<file path="src/rtl/branch_resolve_unit_pkg.sv">
// Shared types and constants for the branch resolve unit: PC width, FSM states,
// queue entry layout and the mispredict compare.
package branch_resolve_unit_pkg;

  localparam int WIDTH_PC = 32;
  localparam logic [WIDTH_PC-1:0] PC_STEP = 32'd4;

  typedef enum logic {
    BRU_RUN   = 1'b0,
    BRU_FLUSH = 1'b1
  } bru_state_t;

  typedef struct packed {
    logic [WIDTH_PC-1:0] pc;
    logic                jump;
    logic [WIDTH_PC-1:0] target;
  } pred_entry_t;

  // A taken prediction that resolves taken can still be wrong if it went to the wrong place.
  function automatic logic is_wrong(input pred_entry_t e, input logic taken,
                                    input logic [WIDTH_PC-1:0] tgt);
    return (e.jump != taken) | (taken & e.jump & (e.target != tgt));
  endfunction

endpackage

</file>
<file path="src/rtl/branch_resolve_unit_if.sv">
// Bundle of fetch-side prediction, execute-side resolution and predictor/fetch feedback.
// master = the pipeline driving predictions/outcomes, slave = the resolve unit.
interface branch_resolve_unit_if;
  import branch_resolve_unit_pkg::*;

  logic                pred_valid;
  logic [WIDTH_PC-1:0] pred_pc;
  logic                pred_hit;
  logic                pred_jump;
  logic [WIDTH_PC-1:0] pred_target;
  logic                pred_ready;
  logic                ex_valid;
  logic                ex_taken;
  logic [WIDTH_PC-1:0] ex_target;
  logic                upd_valid;
  logic                upd_wrong;
  logic [WIDTH_PC-1:0] upd_pc;
  logic [WIDTH_PC-1:0] upd_target;
  logic                flush;
  logic                redirect;
  logic [WIDTH_PC-1:0] redirect_pc;

  modport master (
    output pred_valid, pred_pc, pred_hit, pred_jump, pred_target,
    output ex_valid, ex_taken, ex_target,
    input  pred_ready, upd_valid, upd_wrong, upd_pc, upd_target,
    input  flush, redirect, redirect_pc
  );

  modport slave (
    input  pred_valid, pred_pc, pred_hit, pred_jump, pred_target,
    input  ex_valid, ex_taken, ex_target,
    output pred_ready, upd_valid, upd_wrong, upd_pc, upd_target,
    output flush, redirect, redirect_pc
  );

endinterface

</file>
<file path="src/rtl/branch_resolve_unit_pred_queue.sv">
// In-order circular FIFO of outstanding predictions; clear wins over push/pop.
module branch_resolve_unit_pred_queue
  import branch_resolve_unit_pkg::*;
#(
  parameter  int DEPTH  = 4,
  localparam int PTR_W  = $clog2(DEPTH),
  localparam int CNT_QW = $clog2(DEPTH + 1)
) (
  input  logic        clk,
  input  logic        rst_n,
  input  logic        i_push,
  input  logic        i_pop,
  input  logic        i_clear,
  input  pred_entry_t i_data,
  output pred_entry_t o_head,
  output logic        o_full,
  output logic        o_empty
);

  pred_entry_t       r_mem [DEPTH];
  logic [PTR_W-1:0]  r_wr_ptr;
  logic [PTR_W-1:0]  r_rd_ptr;
  logic [CNT_QW-1:0] r_count;

  always_ff @(posedge clk) begin
    if (i_push && !i_clear) r_mem[r_wr_ptr] <= i_data;
  end

  // Pointers wrap naturally because DEPTH is a power of two.
  always_ff @(posedge clk or negedge rst_n) begin
    if (!rst_n) begin
      r_wr_ptr <= '0;
      r_rd_ptr <= '0;
      r_count  <= '0;
    end else if (i_clear) begin
      r_wr_ptr <= '0;
      r_rd_ptr <= '0;
      r_count  <= '0;
    end else begin
      if (i_push) r_wr_ptr <= r_wr_ptr + PTR_W'(1);
      if (i_pop)  r_rd_ptr <= r_rd_ptr + PTR_W'(1);
      r_count <= r_count + CNT_QW'(i_push) - CNT_QW'(i_pop);
    end
  end

  assign o_head  = r_mem[r_rd_ptr];
  assign o_full  = (r_count == CNT_QW'(DEPTH));
  assign o_empty = (r_count == '0);

endmodule

</file>
<file path="src/rtl/branch_resolve_unit.sv">
// Checks execute-stage branch outcomes against queued fetch predictions, trains the
// predictor and redirects/flushes fetch on a mispredict.
module branch_resolve_unit
  import branch_resolve_unit_pkg::*;
#(
  parameter int DEPTH     = 4,
  parameter int FLUSH_CYC = 2,
  parameter int CNT_W     = 16
) (
  input  logic                clk,
  input  logic                rst_n,
  branch_resolve_unit_if.slave bus,
  output logic [CNT_W-1:0]    miss_cnt,
  output logic                q_err
);

  localparam int FC_W = $clog2(FLUSH_CYC + 1);

  bru_state_t          r_state;
  logic [FC_W-1:0]     r_flush_cnt;
  logic                r_upd_valid;
  logic                r_upd_wrong;
  logic [WIDTH_PC-1:0] r_upd_pc;
  logic [WIDTH_PC-1:0] r_upd_target;
  logic                r_redirect;
  logic [WIDTH_PC-1:0] r_redirect_pc;
  logic [CNT_W-1:0]    r_miss_cnt;
  logic                r_q_err;

  pred_entry_t w_head;
  pred_entry_t w_new;
  logic        w_full;
  logic        w_empty;
  logic        w_run;
  logic        w_resolve;
  logic        w_wrong;
  logic        w_mispredict;
  logic        w_push;

  assign w_run        = (r_state == BRU_RUN);
  assign w_resolve    = w_run & bus.ex_valid & ~w_empty;
  assign w_wrong      = is_wrong(w_head, bus.ex_taken, bus.ex_target);
  assign w_mispredict = w_resolve & w_wrong;
  // A pop frees a slot in the same cycle, so a full queue may still take a push then;
  // a push alongside a mispredict is younger than the branch and is dropped.
  assign w_push = w_run & bus.pred_valid & (~w_full | w_resolve) & ~w_mispredict;

  assign w_new.pc     = bus.pred_pc;
  assign w_new.jump   = bus.pred_hit & bus.pred_jump;
  assign w_new.target = bus.pred_target;

  branch_resolve_unit_pred_queue #(.DEPTH(DEPTH)) u_queue (
    .clk     (clk),
    .rst_n   (rst_n),
    .i_push  (w_push),
    .i_pop   (w_resolve & ~w_wrong),
    .i_clear (w_mispredict),
    .i_data  (w_new),
    .o_head  (w_head),
    .o_full  (w_full),
    .o_empty (w_empty)
  );

  always_ff @(posedge clk or negedge rst_n) begin
    if (!rst_n) begin
      r_state       <= BRU_RUN;
      r_flush_cnt   <= '0;
      r_upd_valid   <= 1'b0;
      r_upd_wrong   <= 1'b0;
      r_upd_pc      <= '0;
      r_upd_target  <= '0;
      r_redirect    <= 1'b0;
      r_redirect_pc <= '0;
      r_miss_cnt    <= '0;
      r_q_err       <= 1'b0;
    end else begin
      r_upd_valid <= w_resolve;
      r_upd_wrong <= w_mispredict;
      r_redirect  <= w_mispredict;
      if (w_resolve) begin
        r_upd_pc      <= w_head.pc;
        r_upd_target  <= bus.ex_target;
        r_redirect_pc <= bus.ex_taken ? bus.ex_target : w_head.pc + PC_STEP;
      end
      if (w_run && bus.ex_valid && w_empty) r_q_err <= 1'b1;
      if (w_mispredict && r_miss_cnt != '1) r_miss_cnt <= r_miss_cnt + CNT_W'(1);
      case (r_state)
        BRU_RUN: begin
          if (w_mispredict) begin
            r_state     <= BRU_FLUSH;
            r_flush_cnt <= FC_W'(FLUSH_CYC);
          end
        end
        BRU_FLUSH: begin
          if (r_flush_cnt == FC_W'(1)) r_state <= BRU_RUN;
          r_flush_cnt <= r_flush_cnt - FC_W'(1);
        end
        default: r_state <= BRU_RUN;
      endcase
    end
  end

  assign bus.pred_ready  = w_run & ~w_full;
  assign bus.flush       = (r_state == BRU_FLUSH);
  assign bus.upd_valid   = r_upd_valid;
  assign bus.upd_wrong   = r_upd_wrong;
  assign bus.upd_pc      = r_upd_pc;
  assign bus.upd_target  = r_upd_target;
  assign bus.redirect    = r_redirect;
  assign bus.redirect_pc = r_redirect_pc;
  assign miss_cnt        = r_miss_cnt;
  assign q_err           = r_q_err;

endmodule

</file>
<file path="src/flat_wrapper.sv">
// flat-port wrapper written by rule: the top's interface ports become plain ports
module branch_resolve_unit_flat import branch_resolve_unit_pkg::*;
#(
  parameter int DEPTH     = 4,
  parameter int FLUSH_CYC = 2,
  parameter int CNT_W     = 16
)
  (clk, rst_n, miss_cnt, q_err, bus_pred_valid, bus_pred_pc, bus_pred_hit, bus_pred_jump, bus_pred_target, bus_ex_valid, bus_ex_taken, bus_ex_target, bus_pred_ready, bus_upd_valid, bus_upd_wrong, bus_upd_pc, bus_upd_target, bus_flush, bus_redirect, bus_redirect_pc);
  branch_resolve_unit_if bus_i ();
  input  logic clk;
  input  logic rst_n;
  output logic [CNT_W-1:0] miss_cnt;
  output logic q_err;
  input wire logic [$bits(bus_i.pred_valid)-1:0] bus_pred_valid;
  input wire logic [$bits(bus_i.pred_pc)-1:0] bus_pred_pc;
  input wire logic [$bits(bus_i.pred_hit)-1:0] bus_pred_hit;
  input wire logic [$bits(bus_i.pred_jump)-1:0] bus_pred_jump;
  input wire logic [$bits(bus_i.pred_target)-1:0] bus_pred_target;
  input wire logic [$bits(bus_i.ex_valid)-1:0] bus_ex_valid;
  input wire logic [$bits(bus_i.ex_taken)-1:0] bus_ex_taken;
  input wire logic [$bits(bus_i.ex_target)-1:0] bus_ex_target;
  output wire logic [$bits(bus_i.pred_ready)-1:0] bus_pred_ready;
  output wire logic [$bits(bus_i.upd_valid)-1:0] bus_upd_valid;
  output wire logic [$bits(bus_i.upd_wrong)-1:0] bus_upd_wrong;
  output wire logic [$bits(bus_i.upd_pc)-1:0] bus_upd_pc;
  output wire logic [$bits(bus_i.upd_target)-1:0] bus_upd_target;
  output wire logic [$bits(bus_i.flush)-1:0] bus_flush;
  output wire logic [$bits(bus_i.redirect)-1:0] bus_redirect;
  output wire logic [$bits(bus_i.redirect_pc)-1:0] bus_redirect_pc;
  assign bus_i.pred_valid = bus_pred_valid;
  assign bus_i.pred_pc = bus_pred_pc;
  assign bus_i.pred_hit = bus_pred_hit;
  assign bus_i.pred_jump = bus_pred_jump;
  assign bus_i.pred_target = bus_pred_target;
  assign bus_i.ex_valid = bus_ex_valid;
  assign bus_i.ex_taken = bus_ex_taken;
  assign bus_i.ex_target = bus_ex_target;
  assign bus_pred_ready = bus_i.pred_ready;
  assign bus_upd_valid = bus_i.upd_valid;
  assign bus_upd_wrong = bus_i.upd_wrong;
  assign bus_upd_pc = bus_i.upd_pc;
  assign bus_upd_target = bus_i.upd_target;
  assign bus_flush = bus_i.flush;
  assign bus_redirect = bus_i.redirect;
  assign bus_redirect_pc = bus_i.redirect_pc;
  branch_resolve_unit #(.DEPTH(DEPTH), .FLUSH_CYC(FLUSH_CYC), .CNT_W(CNT_W)) u_core (.clk(clk), .rst_n(rst_n), .bus(bus_i), .miss_cnt(miss_cnt), .q_err(q_err));
endmodule
</file>
<file path="config.mk">
export PLATFORM = sky130hd
export DESIGN_NAME = branch_resolve_unit_flat
export DESIGN_NICKNAME = d
export VERILOG_FILES = /design/src/rtl/branch_resolve_unit_pkg.sv /design/src/rtl/branch_resolve_unit_if.sv /design/src/rtl/branch_resolve_unit_pred_queue.sv /design/src/rtl/branch_resolve_unit.sv /design/src/flat_wrapper.sv
export SDC_FILE = /design/constraint.sdc
export NUM_CORES = 1
export LEC_CHECK = 0
export ABC_CLOCK_PERIOD_IN_PS = 5000
export CORE_MARGIN = 2
export CORE_UTILIZATION = 27
export DETAILED_ROUTE_END_ITERATION = 7
export GPL_TIMING_DRIVEN = 0
export PLACE_DENSITY = 0.52
export SLEW_MARGIN = 20
export SYNTH_ARGS = -nofsm -noshare
export SYNTH_HDL_FRONTEND = slang
export SYNTH_SLANG_ARGS = --single-unit
</file>
<file path="constraint.sdc">
create_clock -name clk -period 5 [get_ports clk]
set_input_delay 0.5 -clock clk [delete_from_list [all_inputs] [get_ports clk]]
set_output_delay 0.5 -clock clk [all_outputs]
set_load 0.005 [all_outputs]
</file>
* Yosys cells after proc, flatten, opt, wreduce, memory -nomap -nowiden *
Memories as Yosys holds them, arrays and structs flattened.
Index checks and enable logic that the tools add are counted.

word-level totals
  logic and storage cells = 65
  bits in registers = 125
  ROM bits = 0
  memories kept = 1
  latch bits = 0
  bits in writable memories = 260
  input bits = 103

cells by class
  equality and inequality tests = 6
  shift-type cells = 0
  bitwise logic cells = 18
  divide/modulo/power cells = 0
  multiply operators = 0
  reduce and logical (&&, ||, !) cells = 8
  multiplexer cells = 13
  order comparisons = 0
  add/sub/neg operators = 7

memory list
  name                  depth  width  read ports  clocked after Yosys merged registers in  write ports  line                                  RTL
  u_core.u_queue.r_mem  4      65     1           0                                        1            branch_resolve_unit_pred_queue.sv:20  pred_entry_t r_mem [DEPTH];

operator list
  cell                     count
  $add A32 B3 Y32 const B  1
  $mux W32                 1
  $ne A32 B32 Y1           1
  $add A16 B1 Y16 const B  1
  $ne A16 B16 Y1 const B   1
  $and A1 B1 Y1            11
  $mux W2                  5
  $not A1 Y1               5
  $add A2 B1 Y2 const B    2
  $logic_and A1 B1 Y1      4
  $mux W1                  4
  $pmux W2 S2              1
  $reduce_bool A2 Y1       2
  $add A3 B1 Y3            1
  $eq A3 B3 Y1 const B     1
  $logic_not A3 Y1         1
  $mux W3                  1
  $sub A3 B1 Y3            1
  $eq A2 B1 Y1 const B     1
  $ne A2 B2 Y1 const B     1
  $or A1 B1 Y1             2
  $pmux W1 S2              1
  $sub A2 B1 Y2 const B    1
  $logic_not A1 Y1         1
  $ne A1 B1 Y1             1

* Longest topological paths before layout *
An unclocked memory read counts as a cell.

  depth after elaboration = 10
  gate-level depth with buffers = 18
  gate-level depth less buffers = 14

* Modules after synthesis *
From an unflattened synthesis, not the netlist that was laid out.

second synthesis, totals
  cells, all modules = 1032
  area, all modules = 15586.2 um^2

modules (own cells, without submodules)
  module                          area each (um^2)  seq. area each (um^2)  cells each  times used
  branch_resolve_unit_pred_queue  9829.4            7982.7                 379         1
  branch_resolve_unit             5756.8            2952.8                 653         1

* Worst setup path before layout *
Ideal clock, no wire load.

  path kind = register to register
  start = register u_core.u_queue.r_rd_ptr[0]
  end = memory u_core.u_queue.r_mem[0][0] in the netlist's numbering, enable pin
  buffers on the path = 5
  arrival time = 3.921 ns
  period minus slack after synthesis = 4.351 ns
  required time = 4.570 ns
  cell stages (with the launch flop) = 10
  setup slack = 0.649 ns
  path through = dfrtp_1 > buf_4 > buf_8 > buf_6 > buf_2 > mux4_2 > ha_1 > o21ai_4 > buf_4 > and3_1

on the way
  longest elaborated chain between the ends = 10

ends and longest elaborated chain
  item                                                    line                                  RTL
  start: declaration                                      branch_resolve_unit_pred_queue.sv:22  logic [PTR_W-1:0] r_rd_ptr;
  start signal: assignment                                branch_resolve_unit_pred_queue.sv:41  if (i_pop) r_rd_ptr <= r_rd_ptr + PTR_W'(1);
  $mem_v2 Z4 W65 *                                        n/a
  $ne A32 B32 Y1 / $and A1 B1 Y1 (equally long branches)  branch_resolve_unit_pkg.sv:22         return (e.jump != taken) | (taken & e.jump & (e.target != tgt));
  $and A1 B1 Y1                                           branch_resolve_unit_pkg.sv:22
  $or A1 B1 Y1 *                                          branch_resolve_unit_pkg.sv:22
  $and A1 B1 Y1 *                                         branch_resolve_unit.sv:43             assign w_mispredict = w_resolve & w_wrong;
  $not A1 Y1                                              branch_resolve_unit.sv:46             assign w_push = w_run & bus.pred_valid & (~w_full | w_resolve) & ~w_mispredict;
  $and A1 B1 Y1                                           branch_resolve_unit.sv:46
  $logic_and A1 B1 Y1 *                                   branch_resolve_unit_pred_queue.sv:26  if (i_push && !i_clear) r_mem[r_wr_ptr] <= i_data;
  $mux W1 *                                               branch_resolve_unit_pred_queue.sv:26
  $mux W1 (not written as such) *                         branch_resolve_unit_pred_queue.sv:26
  end: declaration                                        branch_resolve_unit_pred_queue.sv:20

Every way passes the cells marked *; elsewhere a longest branch is shown, timed or not.

* Worst setup path in the final report *
  start = register u_core.u_queue.r_rd_ptr[1]
  end = memory u_core.u_queue.r_mem[2][8] in the netlist's numbering, enable pin

Same word-level chain as after synthesis.

==> flow_metrics.env <==
export IMPL_cts_setup_buffers=0
export IMPL_fin_hold_ws_ps=397
export IMPL_cts_tree="yes"
export IMPL_antenna_left=0
export IMPL_max_slew_margin_rel=0.353
export IMPL_track_usage=0.156
export IMPL_seq_area_frac_synth=0.702
export IMPL_final_nets=1411
export IMPL_die_h_um=244
export IMPL_vias=9410
export IMPL_layout_drive_gt1_share=0.131
export IMPL_skew_ps=33.6
export IMPL_synth_edf_count=260
export IMPL_place_ws_ps=-364
export IMPL_async_flop_share=0.325
export IMPL_wl_met1_um=20400
export IMPL_synth_cell_types=46
export IMPL_fmax_mhz=212
export IMPL_dr_max_layer_used="met5"
export IMPL_cts_sinks=385
export IMPL_cts_buffers=44
export IMPL_r2r_slack_ps=270
export IMPL_drv_slew=0
export IMPL_reg2reg_from="u_core.u_queue.r_rd_ptr[1]"
export IMPL_clock_latency_ps=590
export IMPL_worst_slack_ps=273
export IMPL_synthFlopType="edfxtp_1"
export IMPL_drt_pass1_iterations=5
export IMPL_status="finished, final reports clean"
export IMPL_postSynthNetCount=1138
export IMPL_vias_per_cell=4.49
export IMPL_synth_warnings=0
export IMPL_grt_pass1_vias=9743
export IMPL_synth_seq_cells=385
export IMPL_rows=88
export IMPL_cts_root_buffer_cell="clkbuf_16"
export IMPL_regToRegEndpoint="u_core.u_queue.r_mem[2][8]"
export IMPL_rsz0062_at_grt="no"
export IMPL_syn_inst=1024
export IMPL_wl_met3_um=3080
export IMPL_finalHoldViolations=0
export IMPL_p_leak_nw=7.50
export IMPL_period_needed_ps=4730
export IMPL_antenna_found_initial=3
export IMPL_core_area_um2=57400
export IMPL_drc_errors=0
export IMPL_grt_pass1_wl_um=67200
export IMPL_cap_violations=0
export IMPL_die_area_um2=59600
export IMPL_synth_area_um2=15600
export IMPL_clock_path_buffers=3
export IMPL_critPathKind="reg2reg"
export IMPL_p_per_area_nw_per_um2=588
export IMPL_worstPathMaxFanout=34
export IMPL_syn_area_per_cell_um2=15.2
export IMPL_place_gp_congestion=0.784
export IMPL_finalSetupViolCount=0
export IMPL_wirelength_um=46700
export IMPL_ir_worst_vdd_mv=0.226
export IMPL_worst_pin_slew_ps=970
export IMPL_area_growth_pct=31.6
export IMPL_grt_max_degree=88
export IMPL_crit_required_ps=5260
export IMPL_grt_ovfl_total=0
export IMPL_drtIter0Drc=575
export IMPL_die_w_um=244
export IMPL_crit_path_end_kind="flip-flop"
export IMPL_synth_area_top_cells="edfxtp_1, dfrtp_1, mux4_2, nand2_1, xnor2_1"
export IMPL_synth_area_leader_cell="edfxtp_1"
export IMPL_pin_count=221
export IMPL_io_buffers=220
export IMPL_wire_per_inst_um=22.3
export IMPL_met2_length_um=22000
export IMPL_placed_area_um2=18900
export IMPL_cts_max_level=2
export IMPL_dp_hpwl_um=33400
export IMPL_hold_path_class="in2async"
export IMPL_antenna_cells=0
export IMPL_cts_clk_slew_worst_paths_ps=60
export IMPL_post_route_period_util=0.945
export IMPL_start_util=0.271
export IMPL_cp_arrival_ps=4990
export IMPL_synth_top_cell_area_share=0.501
export IMPL_fin_area_um2=20500
export IMPL_start_kind="flip-flop"
export IMPL_reg2reg_depth=11
-- cell type report --
type | count | area, um2
fillers | 5504 | 36900
flip-flops and latches | 385 | 10900
multi-input cells | 577 | 4390
repair buffers | 227 | 2360
clock buffers | 55 | 1190
well taps | 765 | 957
clock inverters | 27 | 354
plain buffers | 45 | 240
inverters | 17 | 63.8
-- cells by family (layout without fill, tap and decap cells) --
kind of cell | Yosys count | after routing | synth area share
XOR/XNOR | 76 | 76 | 0.0427
buffers and inverters | 62 | 371 | 0.0195
adder cells (fa/ha/maj) | 11 | 11 | 0.00932
multiplexers | 88 | 88 | 0.109
flip-flops | 385 | 385 | 0.702
AO/OA/AOI/OAI | 60 | 60 | 0.0215
AND/OR/NAND/NOR | 342 | 342 | 0.0957
-- flip-flops by register name, indices dropped and copies added (netlist names), 2 cells and up --
signal                   flops
u_core.u_queue.r_wr_ptr      2
u_core.r_flush_cnt           2
u_core.bus.upd_pc           32
u_core.u_queue.r_count       3
u_core.u_queue.r_rd_ptr      2
u_core.miss_cnt             16
u_core.u_queue.r_mem       260
u_core.bus.upd_target       32
u_core.bus.redirect_pc      32
-- power breakdown --
part           internal, W  switching, W  total, W
Sequential         0.00417      0.000377   0.00455
Combinational      0.00192       0.00217   0.00409
Clock              0.00207       0.00135   0.00341
Total              0.00816       0.00390    0.0121
-- metrics by stage --
stage               utilization  cells  setup TNS (ps)  total power (W)
detailed placement        0.330   2015          -36550          0.00877
CTS                       0.357   2098               0           0.0123
finish                    0.357   2098               0           0.0121
global placement          0.327   2009         -941970          0.00871
global route              0.357   2098               0           0.0127
floorplan                     -   1024               0          0.00667
-- critical path: stages, from the launching register on --
cell and delay [ps]:
dfrtp_1 490, buf_2 330, buf_2 440, mux4_2 420, xnor2_1 150, nand4_1 390, nor4_4 420, a21boi_1 220
o21ai_4 360, buf_4 240, and3_4 580, buf_16 280
-- synthesized netlist by cell type, drive strengths merged (2+ instances only) --
master / count
nand2: 234
and3: 14
nor4: 9
or4: 4
buf: 20
nor3: 9
a21boi: 2
o21ai: 34
a21oi: 18
xnor2: 52
nor2b: 2
nor2: 33
mux2: 3
clkbuf: 25
xor2: 24
inv: 17
edfxtp: 260
and2: 4
mux2i: 20
dfrtp: 125
ha: 10
mux4: 65
nand3: 12
nand4: 17
and4: 2
-- cell usage in the layout, fill, tap and decap left out, types with 5 or more instances in the layout --
| cell type | instances |
|---|---|
| mux2i_1 | 20 |
| dfrtp_1 | 125 |
| nand3_1 | 12 |
| clkinvlp_4 | 5 |
| buf_6 | 5 |
| clkinv_1 | 5 |
| clkinv_2 | 6 |
| a21oi_1 | 18 |
| nor2_1 | 32 |
| bufinv_16 | 7 |
| clkbuf_16 | 44 |
| ha_1 | 10 |
| nand4_1 | 17 |
| buf_2 | 7 |
| nand2_1 | 234 |
| nor3_1 | 8 |
| o21ai_1 | 5 |
| mux4_2 | 65 |
| clkbuf_8 | 5 |
| nor4_1 | 5 |
| xnor2_1 | 52 |
| clkbuf_1 | 31 |
| edfxtp_1 | 260 |
| inv_1 | 17 |
| and3_1 | 10 |
| xor2_1 | 24 |
| buf_16 | 5 |
| o21ai_0 | 28 |
| clkdlybuf4s50_1 | 219 |
-- worst max path at each step --
stage	slack [ps]	end	depth (start not counted)	from
after floorplan	650	u_core.u_queue.r_mem[0][0]	9	u_core.u_queue.r_rd_ptr[0]
after global placement	-2570	u_core.u_queue.r_mem[3][42]	10	u_core.u_queue.r_rd_ptr[1]
after detailed placement	-360	u_core.u_queue.r_count[2]	16	u_core.u_queue.r_rd_ptr[1]
after CTS	110	u_core.u_queue.r_mem[0][35]	11	u_core.u_queue.r_rd_ptr[1]
after global routing	20	u_core.u_queue.r_mem[0][37]	11	u_core.u_queue.r_rd_ptr[1]
final	270	u_core.u_queue.r_mem[2][8]	11	u_core.u_queue.r_rd_ptr[1]
-- per-layer routing --
metal	track usage	vias up
met5	0	-
met4	0.0488	6
met3	0.0417	69
met2	0.253	242
met1	0.204	4803
li1	-	4290
-- timing repair --
| action | 4_1_cts | 5_1_grt |
|---|---|---|
| hold buffers | 1 | 0 |
| gates resized for setup | 3 | 0 |
| endpoints found under the setup margin | 220 | 0 |
| endpoints found under the hold margin | 38 | 0 |
Note: power is estimated with default switching activity, not from simulation.
